**config.mk**
```make
export PLATFORM = sky130hd
export DESIGN_NAME = dpram_ctrl
export DESIGN_NICKNAME = d
export VERILOG_FILES = /design/src/rtl/dpram_pkg.sv /design/src/rtl/dpram_ctrl_rsp_fifo.sv /design/src/rtl/dpram_ctrl.sv
export SDC_FILE = /design/constraint.sdc
export NUM_CORES = 1
export LEC_CHECK = 0
export CORE_AREA = 2 2 88 90
export CTS_CLUSTER_DIAMETER = 200
export DETAILED_ROUTE_END_ITERATION = 12
export DIE_AREA = 0 0 90 92
export GPL_ROUTABILITY_DRIVEN = 0
export PLACE_DENSITY_LB_ADDON = 0.25
export SYNTH_ARGS = -nofsm -noshare
export SYNTH_HDL_FRONTEND = slang
export SYNTH_HIERARCHICAL = 1
export SYNTH_SLANG_ARGS = --single-unit
```
**constraint.sdc**
```tcl
create_clock -name clk -period 8.4 [get_ports clk]
set_clock_uncertainty 0.1 [all_clocks]
set_input_delay 1.68 -clock clk [delete_from_list [all_inputs] [get_ports clk]]
set_output_delay 1.68 -clock clk [all_outputs]
set_load 0.01 [all_outputs]
```
**src/rtl/dpram_pkg.sv**
```systemverilog
// dpram_pkg: shared constants and request record for the dual-port RAM controller.
package dpram_pkg;

    localparam int DPRAM_N    = 6;
    localparam int DPRAM_M    = 8;
    localparam int FIFO_DEPTH = 2;

    typedef struct packed {
        logic               we;
        logic [DPRAM_N-1:0] addr;
        logic [DPRAM_M-1:0] wdata;
    } dpram_req_t;

endpackage

```
**src/rtl/dpram_ctrl_rsp_fifo.sv**
```systemverilog
// dpram_ctrl_rsp_fifo: per-port read tracker and 2-entry response buffer.
// Occupancy counts the read in flight at the RAM plus the buffered words.
module dpram_ctrl_rsp_fifo
    import dpram_pkg::*;
#(
    parameter int M = DPRAM_M
) (
    input  logic         clk,
    input  logic         rst_n,
    input  logic         rd_acc,
    input  logic [M-1:0] ram_data,
    input  logic         rsp_ready,
    output logic         rsp_valid,
    output logic [M-1:0] rsp_data,
    output logic         rd_ok
);

    localparam logic [1:0] DEPTH = 2'(FIFO_DEPTH);

    logic         inflight_q, inflight_d;
    logic         wp_q, wp_d;
    logic         rp_q, rp_d;
    logic [1:0]   cnt_q, cnt_d;
    logic [M-1:0] buf_q [FIFO_DEPTH];
    logic [M-1:0] buf_d [FIFO_DEPTH];
    logic         push, pop;
    logic [1:0]   occ;

    always_comb begin
        rsp_valid  = cnt_q != 2'd0;
        rsp_data   = buf_q[rp_q];
        push       = inflight_q;
        pop        = rsp_valid && rsp_ready;
        occ        = cnt_q + {1'b0, inflight_q};
        rd_ok      = (occ < DEPTH) || (occ == DEPTH && pop);
        inflight_d = rd_acc;
        buf_d      = buf_q;
        // RAM output is registered, so the word lands one edge after the accept
        if (push)
            buf_d[wp_q] = ram_data;
        wp_d  = wp_q ^ push;
        rp_d  = rp_q ^ pop;
        cnt_d = cnt_q + {1'b0, push} - {1'b0, pop};
    end

    always_ff @(posedge clk or negedge rst_n) begin
        if (!rst_n) begin
            inflight_q <= 1'b0;
            wp_q       <= 1'b0;
            rp_q       <= 1'b0;
            cnt_q      <= 2'd0;
            buf_q      <= '{default: '0};
        end else begin
            inflight_q <= inflight_d;
            wp_q       <= wp_d;
            rp_q       <= rp_d;
            cnt_q      <= cnt_d;
            buf_q      <= buf_d;
        end
    end

endmodule

```
**src/rtl/dpram_ctrl.sv**
```systemverilog
// dpram_ctrl: two-client request controller for a dual-port synchronous RAM.
// Optional conflict statistics counter enabled by DPRAM_CTRL_STATS_EN.
module dpram_ctrl
    import dpram_pkg::*;
#(
    parameter int N = DPRAM_N,
    parameter int M = DPRAM_M
) (
    input  logic         clk,
    input  logic         rst_n,
    input  logic         req_valid_a,
    output logic         req_ready_a,
    input  logic         req_we_a,
    input  logic [N-1:0] req_addr_a,
    input  logic [M-1:0] req_wdata_a,
    output logic         rsp_valid_a,
    input  logic         rsp_ready_a,
    output logic [M-1:0] rsp_data_a,
    output logic [N-1:0] addr_a,
    output logic [M-1:0] data_in_a,
    output logic         wr_a,
    input  logic [M-1:0] data_out_a,
    input  logic         req_valid_b,
    output logic         req_ready_b,
    input  logic         req_we_b,
    input  logic [N-1:0] req_addr_b,
    input  logic [M-1:0] req_wdata_b,
    output logic         rsp_valid_b,
    input  logic         rsp_ready_b,
    output logic [M-1:0] rsp_data_b,
    output logic [N-1:0] addr_b,
    output logic [M-1:0] data_in_b,
    output logic         wr_b,
    input  logic [M-1:0] data_out_b,
    output logic [15:0]  conflict_cnt
);

    logic         conflict;
    logic         acc_a, acc_b;
    logic         rd_ok_a, rd_ok_b;
    logic [N-1:0] addr_a_q, addr_a_d, addr_b_q, addr_b_d;
    logic [M-1:0] din_a_q, din_a_d, din_b_q, din_b_d;

    always_comb begin
        // Port A wins any same-address pairing that involves a write
        conflict    = req_valid_a && req_valid_b && (req_addr_a == req_addr_b)
                      && (req_we_a || req_we_b);
        req_ready_a = rst_n && (req_we_a || rd_ok_a);
        req_ready_b = rst_n && !conflict && (req_we_b || rd_ok_b);
        acc_a       = req_valid_a && req_ready_a;
        acc_b       = req_valid_b && req_ready_b;
        wr_a        = acc_a && req_we_a;
        wr_b        = acc_b && req_we_b;
        addr_a_d    = acc_a ? req_addr_a  : addr_a_q;
        din_a_d     = acc_a ? req_wdata_a : din_a_q;
        addr_b_d    = acc_b ? req_addr_b  : addr_b_q;
        din_b_d     = acc_b ? req_wdata_b : din_b_q;
    end

    assign addr_a    = addr_a_d;
    assign data_in_a = din_a_d;
    assign addr_b    = addr_b_d;
    assign data_in_b = din_b_d;

    always_ff @(posedge clk or negedge rst_n) begin
        if (!rst_n) begin
            addr_a_q <= '0;
            din_a_q  <= '0;
            addr_b_q <= '0;
            din_b_q  <= '0;
        end else begin
            addr_a_q <= addr_a_d;
            din_a_q  <= din_a_d;
            addr_b_q <= addr_b_d;
            din_b_q  <= din_b_d;
        end
    end

    dpram_ctrl_rsp_fifo #(.M(M)) u_fifo_a (
        .clk       (clk),
        .rst_n     (rst_n),
        .rd_acc    (acc_a && !req_we_a),
        .ram_data  (data_out_a),
        .rsp_ready (rsp_ready_a),
        .rsp_valid (rsp_valid_a),
        .rsp_data  (rsp_data_a),
        .rd_ok     (rd_ok_a)
    );

    dpram_ctrl_rsp_fifo #(.M(M)) u_fifo_b (
        .clk       (clk),
        .rst_n     (rst_n),
        .rd_acc    (acc_b && !req_we_b),
        .ram_data  (data_out_b),
        .rsp_ready (rsp_ready_b),
        .rsp_valid (rsp_valid_b),
        .rsp_data  (rsp_data_b),
        .rd_ok     (rd_ok_b)
    );

`ifdef DPRAM_CTRL_STATS_EN
    logic [15:0] cnt_q, cnt_d;

    always_comb
        cnt_d = (conflict && cnt_q != 16'hFFFF) ? cnt_q + 16'd1 : cnt_q;

    always_ff @(posedge clk or negedge rst_n) begin
        if (!rst_n)
            cnt_q <= 16'd0;
        else
            cnt_q <= cnt_d;
    end

    assign conflict_cnt = cnt_q;
`else
    assign conflict_cnt = 16'd0;
`endif

endmodule

```
# After elaboration in Yosys (flattened, before gate mapping)
# Cells that the tools add are included.
# word_totals
in_bits,52
regBits,70
out_inout_bits,66
# classes
muxes,16
bitwise_logic,8
magnitude_cmp,8
n_eq_ne,3
reduce_logical,28
n_addsub,4
# ops
op,n
8-bit two-way mux,10
16-bit bitwise mux,2
1-bit logical AND,18
8-bit demux with 1-bit select,2
6-bit two-way mux,2
"2-bit >= comparator, second input constant",4
1-bit NOT with 2-bit output,4
6-bit equality test,1
1-bit logical OR,5
2-bit by 1-bit adder with 2-bit output,2
"2-bit equality test, second input constant",2
"2-bit by 1-bit less-than comparator with 1-bit output, second input constant",2
"2-bit less-than comparator, second input constant",2
2-bit nonzero test,2
2-bit by 1-bit subtractor with 2-bit output,2
1-bit XOR,4
1-bit zero test,3

# Longest topological paths before layout
# Gate-level depths: netlist of the first run.
# logic_depth
depth_word,8
mapped_depth,7
mapped_depth_nobuf,6

# Hierarchy
# Netlist of the first run, hierarchy kept.
# by_module_without_submodules
module,cells_per_inst,area_per_inst_um2,seq_area_each_um2,n_inst
dpram_ctrl_rsp_fifo,66,1067.3,525.5,2
dpram_ctrl,93,1306.3,700.7,1

# Least setup slack after synthesis of the first run
# OpenSTA, ideal clock, no wires.
# synth_timing
path_type,in2out
from,input req_addr_b[0]
to,output addr_b[3]
required_ns,6.620
path_slack_ns,3.314
cell_stages,5
arrival_ns,3.306
n_path_buf,1
cell_sequence,xor2_1 > or4_4 > o311ai_4 > buf_6 > mux2_2
# synth_via
elab_chain_cells,8
# synth_rtl
item,line,rtl
"start, declared",dpram_ctrl.sv:26,"input logic [N-1:0] req_addr_b,"
6-bit equality test,dpram_ctrl.sv:46,conflict = req_valid_a && req_valid_b && (req_addr_a == req_addr_b)
1-bit logical AND,dpram_ctrl.sv:46,
1-bit logical AND,dpram_ctrl.sv:47,&& (req_we_a || req_we_b);
1-bit zero test,dpram_ctrl.sv:49,req_ready_b = rst_n && !conflict && (req_we_b || rd_ok_b);
1-bit logical AND (2 in series),dpram_ctrl.sv:49,
1-bit logical AND,dpram_ctrl.sv:51,acc_b = req_valid_b && req_ready_b;
6-bit two-way mux,dpram_ctrl.sv:56,addr_b_d = acc_b ? req_addr_b : addr_b_q;
"end, declared",dpram_ctrl.sv:31,"output logic [N-1:0] addr_b,"
# No other way between the ends.

# Worst setup path in the final report of the first run
# layout_timing
from,input req_valid_b
to,output data_in_b[1]
# layout_via
elab_chain_cells,8
# layout_rtl
item,line,rtl
"start, declared",dpram_ctrl.sv:23,"input logic req_valid_b,"
1-bit logical AND (2 in series),dpram_ctrl.sv:46,
1-bit logical AND,dpram_ctrl.sv:47,
1-bit zero test,dpram_ctrl.sv:49,
1-bit logical AND (2 in series),dpram_ctrl.sv:49,
1-bit logical AND (*),dpram_ctrl.sv:51,
8-bit two-way mux (*),dpram_ctrl.sv:57,din_b_d = acc_b ? req_wdata_b : din_b_q;
"end, declared",dpram_ctrl.sv:32,"output logic [M-1:0] data_in_b,"
# Mark *: on every way between the ends. The rest lies on a longest branch, timed or not.

==> flow_summary.toml, run 1 <==
[worst_setup_path]
crit_path_frequent_cell = "clkdlybuf4s50_1"
crit_slowest_cell = "o311ai_4"
cpLargestDelayFamily = "buffers and inverters"
worstSetupStartpointType = "primary input"
cp_cell_sequence = "clkdlybuf4s50_1 > o211ai_1 > or4_4 > o311ai_4 > mux2_2 > clkdlybuf4s50_1"
worstPathRequired_ns = 6.62
critPathBufInv = 2
critPathCaptureType = "primary output"
crit_path_max_fanout = 15
critPathKind = "in -> out"
critPathArrivalTime_ns = 4.55
max_stage_delay_ns = 0.74

[synth]
synthDistinctLibCells = 27
synth.ff_latch_count = 70
syn-mean-instance-area_um2 = 15.29
yosys_warnings = 6
ys_seq_area_share_pct = 50.91
syn_area_um2 = 3441
synth_cells = 225

[cells_and_area]
mostFrequentLayoutCells = "clkdlybuf4s50_1, dfrtp_1, mux2_4"
layout_commonest_cell = "clkdlybuf4s50_1"
syn2layout_area_growth_pct = 35.24
drive_gt1_share_pct = 30.93
num-fill-cells = 596
nets = 388
n_antenna_cell = 0

[timing]
report.final.hold_viol_count = 0
maxSlewHeadroom_pct = 38.90
tns_ns = 0
finalSetupViolCount = 0
period_needed_ns = 6.334
grt_setup_unrepaired = "no"
maxSlewViolCount = 0
worstMarginPinSlew_ns = 0.9165
fin_crit_sh_pct = 75.41
fmax_mhz = 157.9

[clocking]
cts.sinks = 70
post-cts-setup-buffers = 0
cts_tree = "done"
holdBufCountCts = 0
numCtsBuffers = 9
clk_pin_slew_ns = 0.08
htreeDepth = 3
ctsRootBufferMaster = "clkbuf_8"
clkLatencyLatePin_ns = 0.34
cts_resized = 0
clockBufferDepth = 2

[route]
drt-initial-drc-count = 28
wl_per_cell_um = 14.95
drtAntennaViolNets = 0
drt_wl_total_um = 6503
drc = 0
vias = 2053
first_pass_iters = 2
via_per_inst = 4.720

[floorplanning]
chipWidth_um = 90
die_h_um = 92
core_um2 = 7447
die_area_um2 = 8280
row_count = 32
ios = 118
initial_core_util_pct = 46.20

[grt]
grt_use_total_pct = 16.49
grt_overflow = 0
grt_start_max_net_pins = 74
grt_pass1_wl_um = 10710
antenna_found_initial = 0
grt_pass1_vias = 2222

[power]
powerDensity_nw_per_um2 = 337.1
power.total_mw = 1.568
vdd_ir_drop_max_mv = 0.1386
p_leak_nw = 2.082

[placement]
dp_hpwl_um = 4566
port_buffers = 101

[hold_path]
hp-class = "reg -> reg"

[run_status]
status = "finished, final reports clean"

[job]
drv_cap = 0
## path summary, 6_finish.rpt
check	start	endpoint	slack (ns)	cells after the start
setup / recovery	req_valid_b	data_in_b[1]	2.07	6
hold / removal	addr_b_q[2]$_DFF_PN0_	addr_b_q[2]$_DFF_PN0_	0.40	1
setup reg to reg	u_fifo_a/inflight_q$_DFF_PN0_	addr_a_q[2]$_DFF_PN0_	6.10	6
hold reg to reg	addr_b_q[2]$_DFF_PN0_	addr_b_q[2]$_DFF_PN0_	0.40	1
max in group asynchronous	rst_n	addr_b_q[3]$_DFF_PN0_	6.23	1
min in group asynchronous	rst_n	u_fifo_b/buf_q[5]$_DFFE_PN0P_	1.36	1
## state kept, by name, indices dropped and copies added, names as in the netlist, 2 cells and up
| register | cells |
|---|---|
| u_fifo_a/buf_q | 16 |
| addr_b_q | 6 |
| addr_a_q | 6 |
| u_fifo_b/cnt_q | 2 |
| din_b_q | 8 |
| u_fifo_a/cnt_q | 2 |
| din_a_q | 8 |
| u_fifo_b/buf_q | 16 |
## metrics by stage
step | area, um^2 | util, % | instances | hold slack [ns] | setup WS, ns
final | 4653 | 62.48 | 435 | 0.3983 | 2.066
after global routing | 4653 | 62.48 | 435 | 0.4133 | 1.934
after CTS | 4653 | 62.48 | 435 | 0.3973 | 2.029
after detailed placement | 4431 | 59.49 | 419 | 0.3806 | 2.027
after global placement | 4431 | 59.49 | 419 | 0.3791 | 2.110
after floorplan | 3497 | - | 240 | 0.3821 | 3.314
## synth_stat cells
cell type | count | area, um^2
nor2_1 | 2 | 7.510
or4_4 | 1 | 11.26
or2b_1 | 2 | 15.01
xor2_1 | 6 | 52.55
and2b_1 | 2 | 15.01
buf_4 | 16 | 120.1
dfrtp_1 | 70 | 1752
inv_1 | 8 | 30.03
buf_6 | 7 | 78.83
xnor2_1 | 6 | 52.55
o311ai_4 | 1 | 26.28
o21a_1 | 2 | 15.01
mux2_2 | 28 | 315.3
and3_2 | 1 | 7.510
clkbuf_1 | 1 | 3.750
a22oi_2 | 2 | 25.02
nor2b_1 | 2 | 12.51
and3_1 | 1 | 6.260
o21a_2 | 2 | 17.52
or2_2 | 2 | 12.51
mux2_4 | 48 | 720.7
o31a_2 | 1 | 10.01
nand2_1 | 2 | 7.510
nand3b_1 | 2 | 15.01
ha_1 | 8 | 100.1
conb_1 | 1 | 3.750
o211ai_1 | 1 | 7.510
## cell type report
| type | instances | area, um^2 | area share, % |
|---|---|---|---|
| clock inverters | 6 | 85.08 | 1.828 |
| multi-input cells | 138 | 1513 | 32.51 |
| repair buffers | 101 | 1008 | 21.67 |
| clock buffers | 10 | 137.6 | 2.958 |
| well taps | 102 | 127.6 | 2.743 |
| flip-flops and latches | 70 | 1752 | 37.64 |
| inverters | 8 | 30.03 | 0.6453 |
## layer usage
layer | track usage, % | wire, um | part of all wire, %
met5 | 0 | 0 | 0
met3 | 7.395 | 666 | 10
met4 | 8.590 | 113 | 1.7
met2 | 23.75 | 2777 | 43
met1 | 20.91 | 2944 | 45
## cells by family (layout without fill, tap and decap cells)
| kind of cell | Yosys count | in the layout | synth area share (%) |
|---|---|---|---|
| AO/OA/AOI/OAI | 9 | 9 | 2.946 |
| buffers and inverters | 32 | 125 | 6.764 |
| flip-flops | 70 | 70 | 50.91 |
| XOR/XNOR | 12 | 12 | 3.055 |
| adder cells (fa/ha/maj) | 8 | 8 | 2.909 |
| multiplexers | 76 | 76 | 30.11 |
| other | 1 | 16 | 0.1090 |
| AND/OR/NAND/NOR | 17 | 17 | 3.200 |
## report_power, final
group          switching [mW]  internal (mW)
Combinational           0.221          0.477
Sequential             0.0909          0.477
Clock                   0.128          0.174
Note: power is estimated with default switching activity, not from simulation.
==> inputs of run 2 (changes only) <==
--- a/config.mk
+++ b/config.mk
@@ -5,10 +5,10 @@
 export SDC_FILE = /design/constraint.sdc
 export NUM_CORES = 1
 export LEC_CHECK = 0
-export CORE_AREA = 2 2 88 90
+export CORE_AREA = 2 2 95 97
 export CTS_CLUSTER_DIAMETER = 200
 export DETAILED_ROUTE_END_ITERATION = 12
-export DIE_AREA = 0 0 90 92
+export DIE_AREA = 0 0 97 99
 export GPL_ROUTABILITY_DRIVEN = 0
 export PLACE_DENSITY_LB_ADDON = 0.25
 export SYNTH_ARGS = -nofsm -noshare
==> constraint.sdc (replaced) <==
create_clock -name clk -period 5.2 [get_ports clk]
set_clock_uncertainty 0.1 [all_clocks]
set_input_delay 1.04 -clock clk [delete_from_list [all_inputs] [get_ports clk]]
set_output_delay 1.04 -clock clk [all_outputs]
set_load 0.01 [all_outputs]
==> run 2 against run 1 <==
Effect of this change: worst hold slack hardly changed; design area is 0.16% lower; sequential share of layout area is 0.061 points higher; clock power is 43% higher; first-iteration DRC count is 11% higher; wire length is 2.8% higher; largest power group unchanged.
==> flow_summary.toml, run 2 (same netlist as run 1, synthesis figures left out) <==
[route]
wl_per_cell_um = 15.09
vias = 2066
drc = 0
drt_wl_total_um = 6686
first_pass_iters = 3
via_per_inst = 4.664
drtAntennaViolNets = 0
drt-initial-drc-count = 31

[clocking]
post-cts-setup-buffers = 0
clockBufferDepth = 2
clk_pin_slew_ns = 0.07
cts.sinks = 70
numCtsBuffers = 9
holdBufCountCts = 0
cts_resized = 0
htreeDepth = 3
clkLatencyLatePin_ns = 0.34
cts_tree = "done"
ctsRootBufferMaster = "clkbuf_8"

[power]
vdd_ir_drop_max_mv = 0.2256
p_leak_nw = 2.081
powerDensity_nw_per_um2 = 534.6

[timing]
finalSetupViolCount = 0
maxSlewViolCount = 0
timing.hold.ws_ns = 0.3985
fmax_mhz = 208.8
period_needed_ns = 4.790
worstMarginPinSlew_ns = 0.8956
grt_setup_unrepaired = "no"
maxSlewHeadroom_pct = 40.29
report.final.hold_viol_count = 0
tns_ns = 0
fin_crit_sh_pct = 92.11

[cells_and_area]
mostFrequentLayoutCells = "clkdlybuf4s50_1, dfrtp_1, mux2_4"
num-fill-cells = 746
drive_gt1_share_pct = 30.45
n_antenna_cell = 0
reg_top3 = "u_fifo_a/buf_q (16), u_fifo_b/buf_q (16)"
syn2layout_area_growth_pct = 35.02
nets = 390
layout_commonest_cell = "clkdlybuf4s50_1"
layout.cells.non_filler = 443

[worst_setup_path]
cp-startpoint = "req_valid_b"
crit_slowest_cell = "clkdlybuf4s50_1"
r2r_slack_ns = 2.84
worstSetupStartpointType = "primary input"
critPathCaptureType = "primary output"
critical_path_cell_count = 7
critPathBufInv = 3
critPathKind = "in -> out"
r2r-start = "u_fifo_a/inflight_q$_DFF_PN0_"
r2r_end = "addr_a_q[4]$_DFF_PN0_"
cpLargestDelayFamily = "buffers and inverters"
max_stage_delay_ns = 0.56
cp_cell_sequence = "clkdlybuf4s50_1 > o211ai_1 > or4_4 > o311ai_4 > buf_4 > mux2_2 > clkdlybuf4s50_1"
worstPathRequired_ns = 4.06
critPathArrivalTime_ns = 3.65
crit_end = "addr_b[3]"
crit_path_max_fanout = 15
crit_path_frequent_cell = "clkdlybuf4s50_1"
r2r_cells = 6

[floorplanning]
die_area_um2 = 9603
chipWidth_um = 97
ios = 118
die_h_um = 99
core_um2 = 8551
initial_core_util_pct = 40.24
row_count = 34

[grt]
antenna_found_initial = 0
grt_pass1_vias = 2287
grt_use_total_pct = 15.01
grt_overflow = 0
grt_start_max_net_pins = 72
grt_pass1_wl_um = 11300

[placement]
place_inst = 427
dp_hpwl_um = 4870
port_buffers = 101

[run_status]
status = "finished, final reports clean"

[hold_path]
hp-class = "reg -> reg"

[job]
drv_cap = 0
## run 2: cell count changes in the layout (fill, tap and decap cells not counted), sizes merged
| cell | delta |
|---|---|
| clkinvlp | -2 |
| clkbuf | +3 |
| bufinv | -1 |
| buf | +2 |
## run 2: layer usage
metal  share of wire [%]  routed length [um]  global-route usage (%)
met5                   0                   0                       0
met4                 1.9                 130                   7.801
met3                  12                 781                   7.305
met2                  44                2934                   21.90
met1                  42                2840                   18.42
## run 2: cell type report
cell class              instances  area (um^2)  area share [%]
flip-flops and latches         70         1752           37.71
multi-input cells             138         1513           32.56
repair buffers                103         1023           22.03
clock buffers                  13        148.9           3.205
well taps                     108        135.1           2.909
clock inverters                 3        43.79          0.9426
inverters                       8        30.03          0.6464
## run 2: worst reg2reg max path, delay by kind of cell (launching register included)
kind | cells | cell delay (ns)
AO/OA/AOI/OAI | 2 | 0.32
flip-flops | 1 | 0.41
multiplexers | 1 | 0.45
adder cells (fa/ha/maj) | 1 | 0.33
AND/OR/NAND/NOR | 2 | 0.62
## run 2: per-stage QoR
stage / power [mW] / setup WS, ns / cell area (um^2) / utilization [%]
after detailed placement: 2.074 / 0.4044 / 4453 / 52.08
after global routing: 2.641 / 0.3207 / 4646 / 54.33
final: 2.483 / 0.4101 / 4646 / 54.33
after global placement: 2.050 / 0.4330 / 4453 / 52.08
after CTS: 2.520 / 0.3974 / 4646 / 54.33
after floorplan: 1.606 / 1.394 / 3497 / -
## run 2: worst min-delay path by stage
stage	start	slack, ns	cells after the start	endpoint
finish	din_b_q[4]$_DFF_PN0_	0.40	1	din_b_q[4]$_DFF_PN0_
global route	din_a_q[2]$_DFF_PN0_	0.41	1	din_a_q[2]$_DFF_PN0_
CTS	din_b_q[4]$_DFF_PN0_	0.40	1	din_b_q[4]$_DFF_PN0_
detailed placement	din_b_q[4]$_DFF_PN0_	0.38	1	din_b_q[4]$_DFF_PN0_
global placement	din_a_q[7]$_DFF_PN0_	0.38	1	din_a_q[7]$_DFF_PN0_
floorplan	u_fifo_a/buf_q[10]$_DFFE_PN0P_	0.38	1	u_fifo_a/buf_q[10]$_DFFE_PN0P_
## run 2: power breakdown
group          switching (mW)  internal, mW
clock network           0.195         0.236
logic                   0.358         0.772
registers               0.151         0.772
total                   0.704          1.78
